**config.mk**
```make
export PLATFORM = sky130hd
export DESIGN_NAME = mult_unit
export DESIGN_NICKNAME = d
export VERILOG_FILES = /design/src/rtl/mult_pkg.sv /design/src/rtl/mult_unit_absneg.sv /design/src/rtl/mult_unit.sv
export SDC_FILE = /design/constraint.sdc
export NUM_CORES = 1
export LEC_CHECK = 0
export ABC_AREA = 1
export CORE_MARGIN = 3
export CORE_UTILIZATION = 39
export DETAILED_ROUTE_END_ITERATION = 8
export DONT_BUFFER_PORTS = 1
export GPL_TIMING_DRIVEN = 0
export SLEW_MARGIN = 0
export SYNTH_ARGS = -nofsm -noshare
export SYNTH_HDL_FRONTEND = slang
export SYNTH_SLANG_ARGS = --single-unit
```
**constraint.sdc**
```tcl
create_clock -name clk -period 4.53 [get_ports clk]
set_input_delay 0.906 -clock clk [delete_from_list [all_inputs] [get_ports clk]]
set_output_delay 0.906 -clock clk [all_outputs]
set_load 0.005 [all_outputs]
```
**src/rtl/mult_pkg.sv**
```systemverilog
// Shared alucontrol codes and FSM state type for the HI/LO multiply/divide unit.
// The div/divu codes are only honoured when MULT_UNIT_DIV_EN is defined.
package mult_pkg;
  localparam logic [4:0] ALU_MULT  = 5'b10011;
  localparam logic [4:0] ALU_MULTU = 5'b10101;
  localparam logic [4:0] ALU_DIV   = 5'b10110;
  localparam logic [4:0] ALU_DIVU  = 5'b10111;

  typedef enum logic [1:0] {IDLE, RUN, FIX, DONE} state_t;
endpackage

```
**src/rtl/mult_unit_absneg.sv**
```systemverilog
// Conditional two's-complement: passes val through, or negates it when neg=1.
module mult_unit_absneg #(
  parameter int W = 32
) (
  input  logic         neg,
  input  logic [W-1:0] val,
  output logic [W-1:0] res
);
  assign res = neg ? -val : val;
endmodule

```
**src/rtl/mult_unit.sv**
```systemverilog
// Iterative shift-add multiplier owning HI/LO; one product bit per RUN cycle, sign fixed in FIX.
// Optional restoring divide (div/divu) is built when MULT_UNIT_DIV_EN is defined.
module mult_unit
  import mult_pkg::*;
#(
  parameter int WIDTH = 32,
  parameter int CNTW  = 6
) (
  input  logic             clk,
  input  logic             reset_n,
  input  logic             start,
  input  logic [4:0]       alucontrol,
  input  logic [WIDTH-1:0] srca,
  input  logic [WIDTH-1:0] srcb,
  input  logic             wehi,
  input  logic             welo,
  input  logic [WIDTH-1:0] wd,
  output logic             busy,
  output logic             done,
  output logic [WIDTH-1:0] hi,
  output logic [WIDTH-1:0] lo
);
  localparam logic [CNTW-1:0] LAST = CNTW'(WIDTH - 1);

  state_t               state, state_next;
  logic                 supported, op_signed, accept, negate, shift_mplier;
  logic [WIDTH-1:0]     mag_a, mag_b, mcand, mplier;
  logic [2*WIDTH-1:0]   acc, acc_step, prod_fix;
  logic [WIDTH:0]       mul_sum;
  logic [CNTW-1:0]      count;
`ifdef MULT_UNIT_DIV_EN
  logic                 op_div, is_div, rem_neg;
  logic [WIDTH:0]       div_up, div_diff;
  logic [WIDTH-1:0]     quo_fix, rem_fix;
`endif

  always_comb begin
    supported = (alucontrol == ALU_MULT) || (alucontrol == ALU_MULTU);
    op_signed = (alucontrol == ALU_MULT);
`ifdef MULT_UNIT_DIV_EN
    op_div    = (alucontrol == ALU_DIV) || (alucontrol == ALU_DIVU);
    supported = supported || op_div;
    op_signed = op_signed || (alucontrol == ALU_DIV);
`endif
  end

  assign accept = (state == IDLE) && start && supported;

  mult_unit_absneg #(.W(WIDTH)) u_abs_a (
    .neg(op_signed & srca[WIDTH-1]), .val(srca), .res(mag_a));
  mult_unit_absneg #(.W(WIDTH)) u_abs_b (
    .neg(op_signed & srcb[WIDTH-1]), .val(srcb), .res(mag_b));
  mult_unit_absneg #(.W(2*WIDTH)) u_fix_prod (
    .neg(negate), .val(acc), .res(prod_fix));
`ifdef MULT_UNIT_DIV_EN
  mult_unit_absneg #(.W(WIDTH)) u_fix_quo (
    .neg(negate), .val(acc[WIDTH-1:0]), .res(quo_fix));
  mult_unit_absneg #(.W(WIDTH)) u_fix_rem (
    .neg(rem_neg), .val(acc[2*WIDTH-1:WIDTH]), .res(rem_fix));
`endif

  // One iteration: the extra sum bit keeps the add carry inside the accumulator.
  always_comb begin
    mul_sum      = {1'b0, acc[2*WIDTH-1:WIDTH]} + {1'b0, mcand & {WIDTH{mplier[0]}}};
    acc_step     = {mul_sum, acc[WIDTH-1:1]};
    shift_mplier = 1'b1;
`ifdef MULT_UNIT_DIV_EN
    div_up   = acc[2*WIDTH-1:WIDTH-1];
    div_diff = div_up - {1'b0, mplier};
    if (is_div) begin
      shift_mplier = 1'b0;
      acc_step = div_diff[WIDTH] ? {div_up[WIDTH-1:0], acc[WIDTH-2:0], 1'b0}
                                 : {div_diff[WIDTH-1:0], acc[WIDTH-2:0], 1'b1};
    end
`endif
  end

  always_ff @(posedge clk or negedge reset_n) begin
    if (!reset_n) state <= IDLE;
    else          state <= state_next;
  end

  always_comb begin
    state_next = state;
    case (state)
      IDLE:    if (accept) state_next = RUN;
      RUN:     if (count == LAST) state_next = FIX;
      FIX:     state_next = DONE;
      DONE:    state_next = IDLE;
      default: state_next = IDLE;
    endcase
  end

  always_comb begin
    busy = (state == RUN) || (state == FIX);
    done = (state == DONE);
  end

  always_ff @(posedge clk or negedge reset_n) begin
    if (!reset_n) begin
      acc    <= '0;
      mcand  <= '0;
      mplier <= '0;
      count  <= '0;
      negate <= 1'b0;
      hi     <= '0;
      lo     <= '0;
`ifdef MULT_UNIT_DIV_EN
      is_div  <= 1'b0;
      rem_neg <= 1'b0;
`endif
    end else begin
      if (accept) begin
        mcand  <= mag_a;
        mplier <= mag_b;
        acc    <= '0;
        count  <= '0;
        negate <= op_signed & (srca[WIDTH-1] ^ srcb[WIDTH-1]);
`ifdef MULT_UNIT_DIV_EN
        is_div  <= op_div;
        rem_neg <= op_signed & srca[WIDTH-1];
        // Divide by zero keeps an all-ones quotient regardless of sign.
        if (op_div) begin
          acc    <= {{WIDTH{1'b0}}, mag_a};
          negate <= op_signed & (srca[WIDTH-1] ^ srcb[WIDTH-1]) & (|srcb);
        end
`endif
      end else if (state == RUN) begin
        acc   <= acc_step;
        count <= count + CNTW'(1);
        if (shift_mplier) mplier <= mplier >> 1;
      end

      if (state == FIX) begin
`ifdef MULT_UNIT_DIV_EN
        if (is_div) begin
          hi <= rem_fix;
          lo <= quo_fix;
        end else begin
          hi <= prod_fix[2*WIDTH-1:WIDTH];
          lo <= prod_fix[WIDTH-1:0];
        end
`else
        hi <= prod_fix[2*WIDTH-1:WIDTH];
        lo <= prod_fix[WIDTH-1:0];
`endif
      end else if ((state == IDLE) || (state == DONE)) begin
        if (wehi) hi <= wd;
        if (welo) lo <= wd;
      end
    end
  end
endmodule

```
* After elaboration in Yosys (flattened, before gate mapping) *
Index checks and enable logic that the tools add are counted.

operators by class
  divide/modulo/power cells = 0
  add/sub/neg operators = 5
  mux-type cells = 18
  $lt $le $gt $ge = 0
  reduce and logical (&&, ||, !) cells = 13
  shifts and indexed selects = 0
  eq/ne operators = 8
  bitwise gates (word level) = 5
  multipliers = 0

operators with widths
  operator             count
  $mux 32              10
  $mux 64              3
  $neg 32->32          2
  $neg 64->64          1
  $add 32x32->33       1
  $and 32x32->32       1
  $mux 6               2
  $eq 5x5->1 const B   2
  $pmux 2 s4           1
  $reduce_bool 2->1    4
  $add 6x1->6 const B  1
  $eq 6x5->1 const B   1
  $reduce_and 2->1     3
  $eq 2x2->1 const B   2
  $mux 2               2
  $ne 2x2->1 const B   2
  $and 1x1->1          3
  $logic_or 1x1->1     3
  $eq 2x1->1 const B   1
  $logic_and 1x1->1    2
  $logic_not 2->1      1
  $xor 1x1->1          1

word-level totals
  RAM bits = 0
  bits in registers = 201
  input bits = 106
  latch bits = 0
  bits in read-only memories = 0
  memories kept = 0

* Logic depth before layout (Yosys ltp) *
Gate-level depths: netlist of run 1.

  depth after elaboration = 5
  depth in mapped cells = 17
  depth with buffers taken out = 15

* By module *
From an unflattened synthesis of run 1, not the netlist that was laid out.

unflattened totals
  cell total of the unflattened synthesis = 2,399
  area, all modules = 15,359.7 um^2

by module, submodules not included
  module                           instances  cells an instance  area each (um^2)  seq. area each (um^2)
  mult_unit                        1          1,451              10,844.2          5,029.8
  mult_unit_absneg at u_fix_prod   1          498                2,411.1           0.0
  mult_unit_absneg at u_abs_a ...  2          225                1,052.3           0.0

* Worst setup path before layout of run 1 *
OpenSTA, ideal clock, no wires.

  kind = register to register
  start = register mplier[0]
  end = register acc[45]
  clock period less this slack = 2.343 ns
  setup time = 0.130 ns
  setup slack = 2.187 ns
  stages on the path, launching flop included = 16
  arrival time = 2.213 ns
  path through = dfrtp_1 -> clkbuf_1 -> clkbuf_1 -> nand2_1 -> inv_1 -> ha_1 -> fa_1 -> nand3_1 -> nand2_1 -> nand3_1 -> nand2_1 -> nand2_1 -> nand2_1 -> or2_2 -> nand3_1 -> o21ai_0

on the way
  cells in the longest elaborated chain, start to end = 4

RTL lines
  element                 line              text
  start, declared         mult_unit.sv:27   logic [WIDTH-1:0] mag_a, mag_b, mcand, mplier;
  start signal, assigned  mult_unit.sv:115  mplier <= mag_b;
  start signal, assigned  mult_unit.sv:131  if (shift_mplier) mplier <= mplier >> 1;
  $and 32x32->32          mult_unit.sv:64   mul_sum = {1'b0, acc[2*WIDTH-1:WIDTH]} + {1'b0, mcand & {WIDTH{mplier[0]}}};
  $add 32x32->33          mult_unit.sv:64
  $mux 64                 mult_unit.sv:128  end else if (state == RUN) begin
  $mux 64                 mult_unit.sv:113  if (accept) begin
  end signal, assigned    mult_unit.sv:129  acc <= acc_step;
  end, declared           mult_unit.sv:28   logic [2*WIDTH-1:0] acc, acc_step, prod_fix;

Every way passes these cells. The select of a mux whose other input is x is not followed.
A chain may end at the register's enable or synchronous reset.

* Worst setup path in the final report of run 1 *
Ends and elaborated chain as after synthesis.

==> metrics.cfg, run 1 <==
[power_and_ir_drop]
netSwitchingFraction_pct=48.1
combPwrFrac_pct=48.1
p_int_uw=5090
fin_total_pwr_uw=9810
vdd_drop_max_mv=0.210
p_seq_share_pct=32.6
powerDensity_nw_per_um2=622
power.leakage_uw=0.00795
p_switching_uw=4720
pwr-share-clk_pct=19.3

[floorplan]
core_area_um2=36000
fp.dieArea_um2=39300
ios=172
fp.dieH_um=198
initial_core_util_pct=40.1
rows=69
dieWidth_um=198

[placement]
dpl.hpwl_mm=41.9
placement.io_buffers=0
placedInstanceArea_um2=15000
place.gp.congestion=0.971
dpl.cell_count=2639

[routing]
drtPass1Iterations=7
drt_iter0_drc=1088
via_count=14500
wirelength_mm=52.0
wl_per_cell_um=19.4
viasPerCell=5.41
drc=0
final_antenna_net_count=0

[logic_synthesis]
syn_inst=2178
synth.net_count=2326
synthMuxAreaShare_pct=0
synth_xor_area_share_pct=2.06
synth.distinct_cells=47
synth_compound_area_share_pct=15.9
synth_ff_type=dfrtp_1
netlist_area_um2=14400
yosys_register_bits=201
ys_seq_area_share_pct=34.9
synth_adder_area_share_pct=3.69
synth-simple-area-share_pct=34.0
synth_top_family_by_area=simple AND/OR/NAND/NOR gates
async_flop_share_pct=100
synth_enable_flop_cells=0
syn_avg_cell_area_um2=6.62
yosys_warnings=0

[final_layout]
syn2layout_area_growth_pct=9.30
layout_common_cells=545 x nand2_1, 309 x nor2_1, 253 x inv_1
final-instance-count-excl-fill=2680
antennaDiodeCount=0
layout.cells.most_common=nand2_1
finalNetCount=2351
n_fill_cell=3836
drive_gt1_share_pct=6.44
final_area_um2=15800

[timing]
fmax_mhz=350
tightest_slew_ns=0.814
rsz0062_at_grt=no
finalHoldViolCount=0
slew_violations=0
setup_viol=0
period_share_pct=63.1
relSlewSlack_pct=45.7
hold_ws_ns=0.0667
fin_crit_ns=2.86
fin_worst_skew_ns=0.0275
setup_tns_ns=0

[grt]
grt_pass1_vias=13700
grt.overflow.total=0
track_usage_pct=26.1
antenna_found_initial=0
grt_max_degree=202
grt_first_pass_wirelength_mm=79.7

[setup_path]
criticalPathCategory=register to register
crit_fanout=10
slowest_delay_ns=0.41
cpLargestDelayFamily=simple AND/OR/NAND/NOR gates
startpoint_type=register
path_common_cell=nand2_1
slowest_stage=fa_1
cp.depth=15
worst_ep_arrival_time_ns=3.24
worstSetupEndpointType=register
required_ns=4.91
crit_buf_inv=3
r2r_cells=15
crit_chain=clkbuf_1 -> clkbuf_1 -> nand2_1 -> inv_1 -> ha_1 -> fa_1 -> nand3_1 -> nand2_1 -> nand3_1 -> nand2_1 -> nand2_1 -> nand2_1 -> or2_2 -> nand3_1 -> o21ai_0

[clock_network]
cts_resized=0
cts_setup_buffers=0
cts.root.buffer_cell=clkbuf_16
clkSinkCount=201
clock_latency_ns=0.54
clk_transition_reported_paths_ns=0.06
cts_hold_buf=0
cts_max_path_buffers=3
cts_max_level=1
cts_tree=built
cts_buffers=23

[run]
drv_cap=0

[hold_path]
hold_class=primary input to asynchronous set/reset pin

[outcome]
status=finished, final reports clean

## worst paths after layout
path	startpoint	endpoint	slack [ns]
hold / removal	reset_n	lo[12]$_DFFE_PN0P_	0.07
setup / recovery	mplier[0]$_DFFE_PN0P_	acc[45]$_DFFE_PN0P_	1.67
hold reg to reg	mcand[22]$_DFFE_PN0P_	mcand[22]$_DFFE_PN0P_	0.48
setup reg to reg	mplier[0]$_DFFE_PN0P_	acc[45]$_DFFE_PN0P_	1.67
min in group clk	mcand[22]$_DFFE_PN0P_	mcand[22]$_DFFE_PN0P_	0.48
max in group asynchronous	reset_n	mcand[15]$_DFFE_PN0P_	3.96
## registers in the layout, indices dropped and copies added, names as in the netlist
| register | cells |
|---|---|
| acc | 64 |
| hi | 32 |
| state | 2 |
| mcand | 32 |
| negate | 1 |
| mplier | 32 |
| lo | 32 |
| count | 6 |
## synthesized netlist by cell type (7+ instances only)
| library cell | number | area, µm² |
|---|---|---|
| nand2_1 | 545 | 2050 |
| nor2_1 | 309 | 1160 |
| inv_1 | 253 | 950 |
| dfrtp_1 | 201 | 5030 |
| nand3_1 | 187 | 936 |
| a21oi_1 | 186 | 931 |
| o21ai_0 | 130 | 651 |
| o22ai_1 | 44 | 275 |
| ha_1 | 41 | 513 |
| clkbuf_1 | 29 | 109 |
| buf_2 | 26 | 130 |
| xor2_1 | 23 | 201 |
| nor3_1 | 22 | 110 |
| nand4_1 | 19 | 119 |
| nor2_2 | 14 | 87.6 |
| o21ai_1 | 14 | 70.1 |
| nand3b_1 | 12 | 90.1 |
| nand2_2 | 11 | 68.8 |
| xnor2_1 | 11 | 96.3 |
| o221ai_1 | 10 | 87.6 |
| buf_4 | 9 | 67.6 |
| inv_2 | 8 | 30.0 |
| nor2_4 | 8 | 90.1 |
| or2_2 | 8 | 50.1 |
| o21bai_1 | 7 | 52.6 |
## logic make-up after synthesis
| group | count (synthesis) |
|---|---|
| AOI/OAI and AO/OA | 418 |
| and+or+nand+nor | 1149 |
| buffers and inverters | 334 |
| xor gates and xnor gates | 34 |
| adders and majority gates | 42 |
| DFF | 201 |
## power by group through the flow
stage	registers, µW	logic, µW	clock network (µW)
6_report	3200	4720	1890
5_1_grt	3280	5270	2010
4_1_cts	3190	4660	1940
3_5_place_dp	3220	4640	0
3_3_place_gp	3200	4620	0
2_1_floorplan	2960	3270	0
## worst reg2reg max path, cell delays in order (launching register included)
cell,delay (ns)
dfrtp_1,0.35
clkbuf_1,0.18
clkbuf_1,0.27
nand2_1,0.15
inv_1,0.06
ha_1,0.23
fa_1,0.41
nand3_1,0.10
nand2_1,0.11
nand3_1,0.09
nand2_1,0.12
nand2_1,0.09
nand2_1,0.13
or2_2,0.30
nand3_1,0.07
o21ai_0,0.08
## through the flow
stage / util [%] / setup WS, ns
after floorplan: - / 2.19
after global placement: 41.7 / 1.66
after detailed placement: 41.7 / 1.67
after CTS: 43.8 / 1.65
after global routing: 43.8 / 1.44
final: 43.8 / 1.67
## final cells by class
cell class / count / area (µm²) / area share, %
multi-input combinational: 1643 / 8040 / 51.0
clock buffer: 36 / 704 / 4.47
inverter: 263 / 988 / 6.27
sequential: 201 / 5030 / 31.9
buffer: 71 / 370 / 2.35
clock inverter: 5 / 60.1 / 0.381
tap: 461 / 577 / 3.66
## per-layer routing
metal	global-route usage [%]	part of all wire [%]	vias to the layer above	routed length, µm
li1	-	-	7162	-
met1	37.4	47	6779	24200
met2	39.9	43	487	22300
met3	4.76	7.1	83	3720
met4	8.07	3.2	0	1690
met5	0	0	-	0
No activity file was read; power rests on OpenSTA's default activity.
==> run 2, diff against run 1 <==
==> constraint.sdc (replaced) <==
create_clock -name clk -period 2.95 [get_ports clk]
set_input_delay 0.59 -clock clk [delete_from_list [all_inputs] [get_ports clk]]
set_output_delay 0.59 -clock clk [all_outputs]
set_load 0.005 [all_outputs]
==> metrics.cfg, run 2 (synthesis results as in run 1) <==
[outcome]
status=finished with violations
violations=negative hold slack

[setup_path]
r2r_end=acc[45]$_DFFE_PN0P_
criticalPathCategory=register to register
crit_buf_inv=3  ; unchanged
path_common_cell=nand2_1
startpoint_type=register
worstSetupEndpointType=register
crit_fanout=10  ; unchanged
required_ns=3.33  ; -1.58 ns
slowest_delay_ns=0.41  ; about the same
cp-endpoint=acc[45]$_DFFE_PN0P_
cp-startpoint=mplier[0]$_DFFE_PN0P_
r2r_cells=15  ; unchanged
cp.depth=15  ; unchanged
slowest_stage=fa_1
crit_chain=clkbuf_1 -> buf_4 -> nand2_1 -> inv_1 -> ha_1 -> fa_1 -> nand3_1 -> nand2_1 -> nand3_1 -> nand2_1 -> nand2_1 -> nand2_1 -> or2_2 -> nand3_1 -> o21ai_0
cpLargestDelayFamily=simple AND/OR/NAND/NOR gates
rrSetupSlack_ns=0.21  ; -1.46 ns
reg2reg_from=mplier[0]$_DFFE_PN0P_
worst_ep_arrival_time_ns=3.12  ; -0.12 ns

[power_and_ir_drop]
power.leakage_uw=0.00796  ; +0.14%
p_seq_share_pct=32.6  ; about the same
netSwitchingFraction_pct=48.0  ; -0.078 points
powerDensity_nw_per_um2=954  ; +53%
vdd_drop_max_mv=0.322  ; +53%
p_int_uw=7820  ; +54%
fin_total_pwr_uw=15100  ; +54%
combPwrFrac_pct=48.1  ; about the same
p_switching_uw=7230  ; +53%
pwr-share-clk_pct=19.3  ; about the same

[final_layout]
antennaDiodeCount=0  ; unchanged
layout_common_cells=545 x nand2_1, 309 x nor2_1, 253 x inv_1
finalNetCount=2351  ; unchanged
final-instance-count-excl-fill=2680  ; unchanged
largest_reg_flops=64  ; unchanged
largest-register=acc
drive_gt1_share_pct=6.58  ; +0.14 points
final_area_um2=15800  ; about the same
syn2layout_area_growth_pct=9.34  ; about the same
layout.cells.most_common=nand2_1

[grt]
track_usage_pct=26.1  ; unchanged
grt.overflow.total=0  ; unchanged
grt_max_degree=202  ; unchanged
antenna_found_initial=0  ; unchanged
grt_pass1_vias=13700  ; unchanged
grt_first_pass_wirelength_mm=79.7  ; unchanged

[timing]
period_share_pct=92.8  ; +30 points
rsz0062_at_grt=no
fin_worst_skew_ns=0.0271  ; -0.000415 ns
setup_tns_ns=0  ; unchanged
fin_crit_ns=2.74  ; -0.123 ns
tightest_slew_ns=0.817  ; +0.00321 ns
slew_violations=0  ; unchanged
hold_ws_ns=-0.247  ; -0.314 ns
setup_viol=0  ; unchanged
relSlewSlack_pct=45.5  ; -0.21 points
fmax_mhz=365  ; +4.5%
finalHoldViolCount=201  ; +201

[floorplan]
dieWidth_um=198  ; unchanged
ios=172  ; unchanged
fp.dieArea_um2=39300  ; unchanged
initial_core_util_pct=40.1  ; unchanged
fp.dieH_um=198  ; unchanged
core_area_um2=36000  ; unchanged
rows=69  ; unchanged

[clock_network]
cts.root.buffer_cell=clkbuf_16
clock_latency_ns=0.53  ; about the same
cts_tree=built
cts_max_path_buffers=3  ; unchanged
cts_buffers=23  ; unchanged
cts_setup_buffers=0  ; unchanged
clk_transition_reported_paths_ns=0.06  ; about the same
cts_max_level=1  ; unchanged
clkSinkCount=201  ; unchanged

[placement]
placedInstanceArea_um2=15000  ; unchanged
place.gp.congestion=0.971  ; unchanged
placement.io_buffers=0  ; unchanged
dpl.hpwl_mm=41.9  ; unchanged
dpl.cell_count=2639  ; unchanged

[run]
drv_cap=0  ; unchanged

[hold_path]
hold_class=primary input to asynchronous set/reset pin

[routing]
wl_per_cell_um=19.4  ; about the same
final_antenna_net_count=0  ; unchanged
drt_iter0_drc=1087  ; -0.092%
drc=0  ; unchanged
wirelength_mm=52.0  ; about the same
drtPass1Iterations=5  ; -2
via_count=14500  ; +0.18%
viasPerCell=5.42  ; +0.18%

run 2: worst min-delay path by stage:
stage / start / slack [ns] / cells after the start / end
finish: reset_n / -0.25 / 0 / lo[12]$_DFFE_PN0P_
global route: reset_n / -0.27 / 0 / lo[12]$_DFFE_PN0P_
CTS: reset_n / -0.26 / 0 / lo[12]$_DFFE_PN0P_
detailed placement: reset_n / 0.30 / 0 / lo[12]$_DFFE_PN0P_
global placement: reset_n / 0.30 / 0 / lo[14]$_DFFE_PN0P_
floorplan: reset_n / 0.29 / 0 / acc[0]$_DFFE_PN0P_
run 2: power by group through the flow:
stage          Sequential (µW)  Combinational (µW)  Clock [µW]
2_1_floorplan             4540                5020           0
3_3_place_gp              4910                7090           0
3_5_place_dp              4940                7120           0
4_1_cts                   4900                7150        2980
5_1_grt                   5040                8100        3080
6_report                  4910                7240        2900
run 2: area by class of cell:
cell class,count,area [µm²]
fill,3832,20200
multi-input combinational,1643,8040
sequential,201,5030
inverter,263,988
clock buffer,36,704
tap,461,577
buffer,71,377
clock inverter,5,60.1
run 2: through the flow:
stage | setup slack [ns] | utilization, %
4_1_cts | 0.0700 | 43.8
5_1_grt | 0.0117 | 43.8
6_report | 0.212 | 43.8
2_1_floorplan | 0.607 | -
3_3_place_gp | 0.0791 | 41.7
3_5_place_dp | 0.0946 | 41.7
run 2: what timing repair did:
item                                    4_1_cts  5_1_grt
endpoints found under the setup margin        0       14
hold endpoints to repair                    201      201
resized for setup                             0        9
run 2: per-layer routing:
metal / global-route usage, % / vias up / routed length [µm]
met5: 0 / - / 0
met4: 8.07 / 0 / 1730
met3: 4.76 / 84 / 3890
met2: 39.9 / 510 / 22300
met1: 37.4 / 6783 / 24000
li1: - / 7160 / -
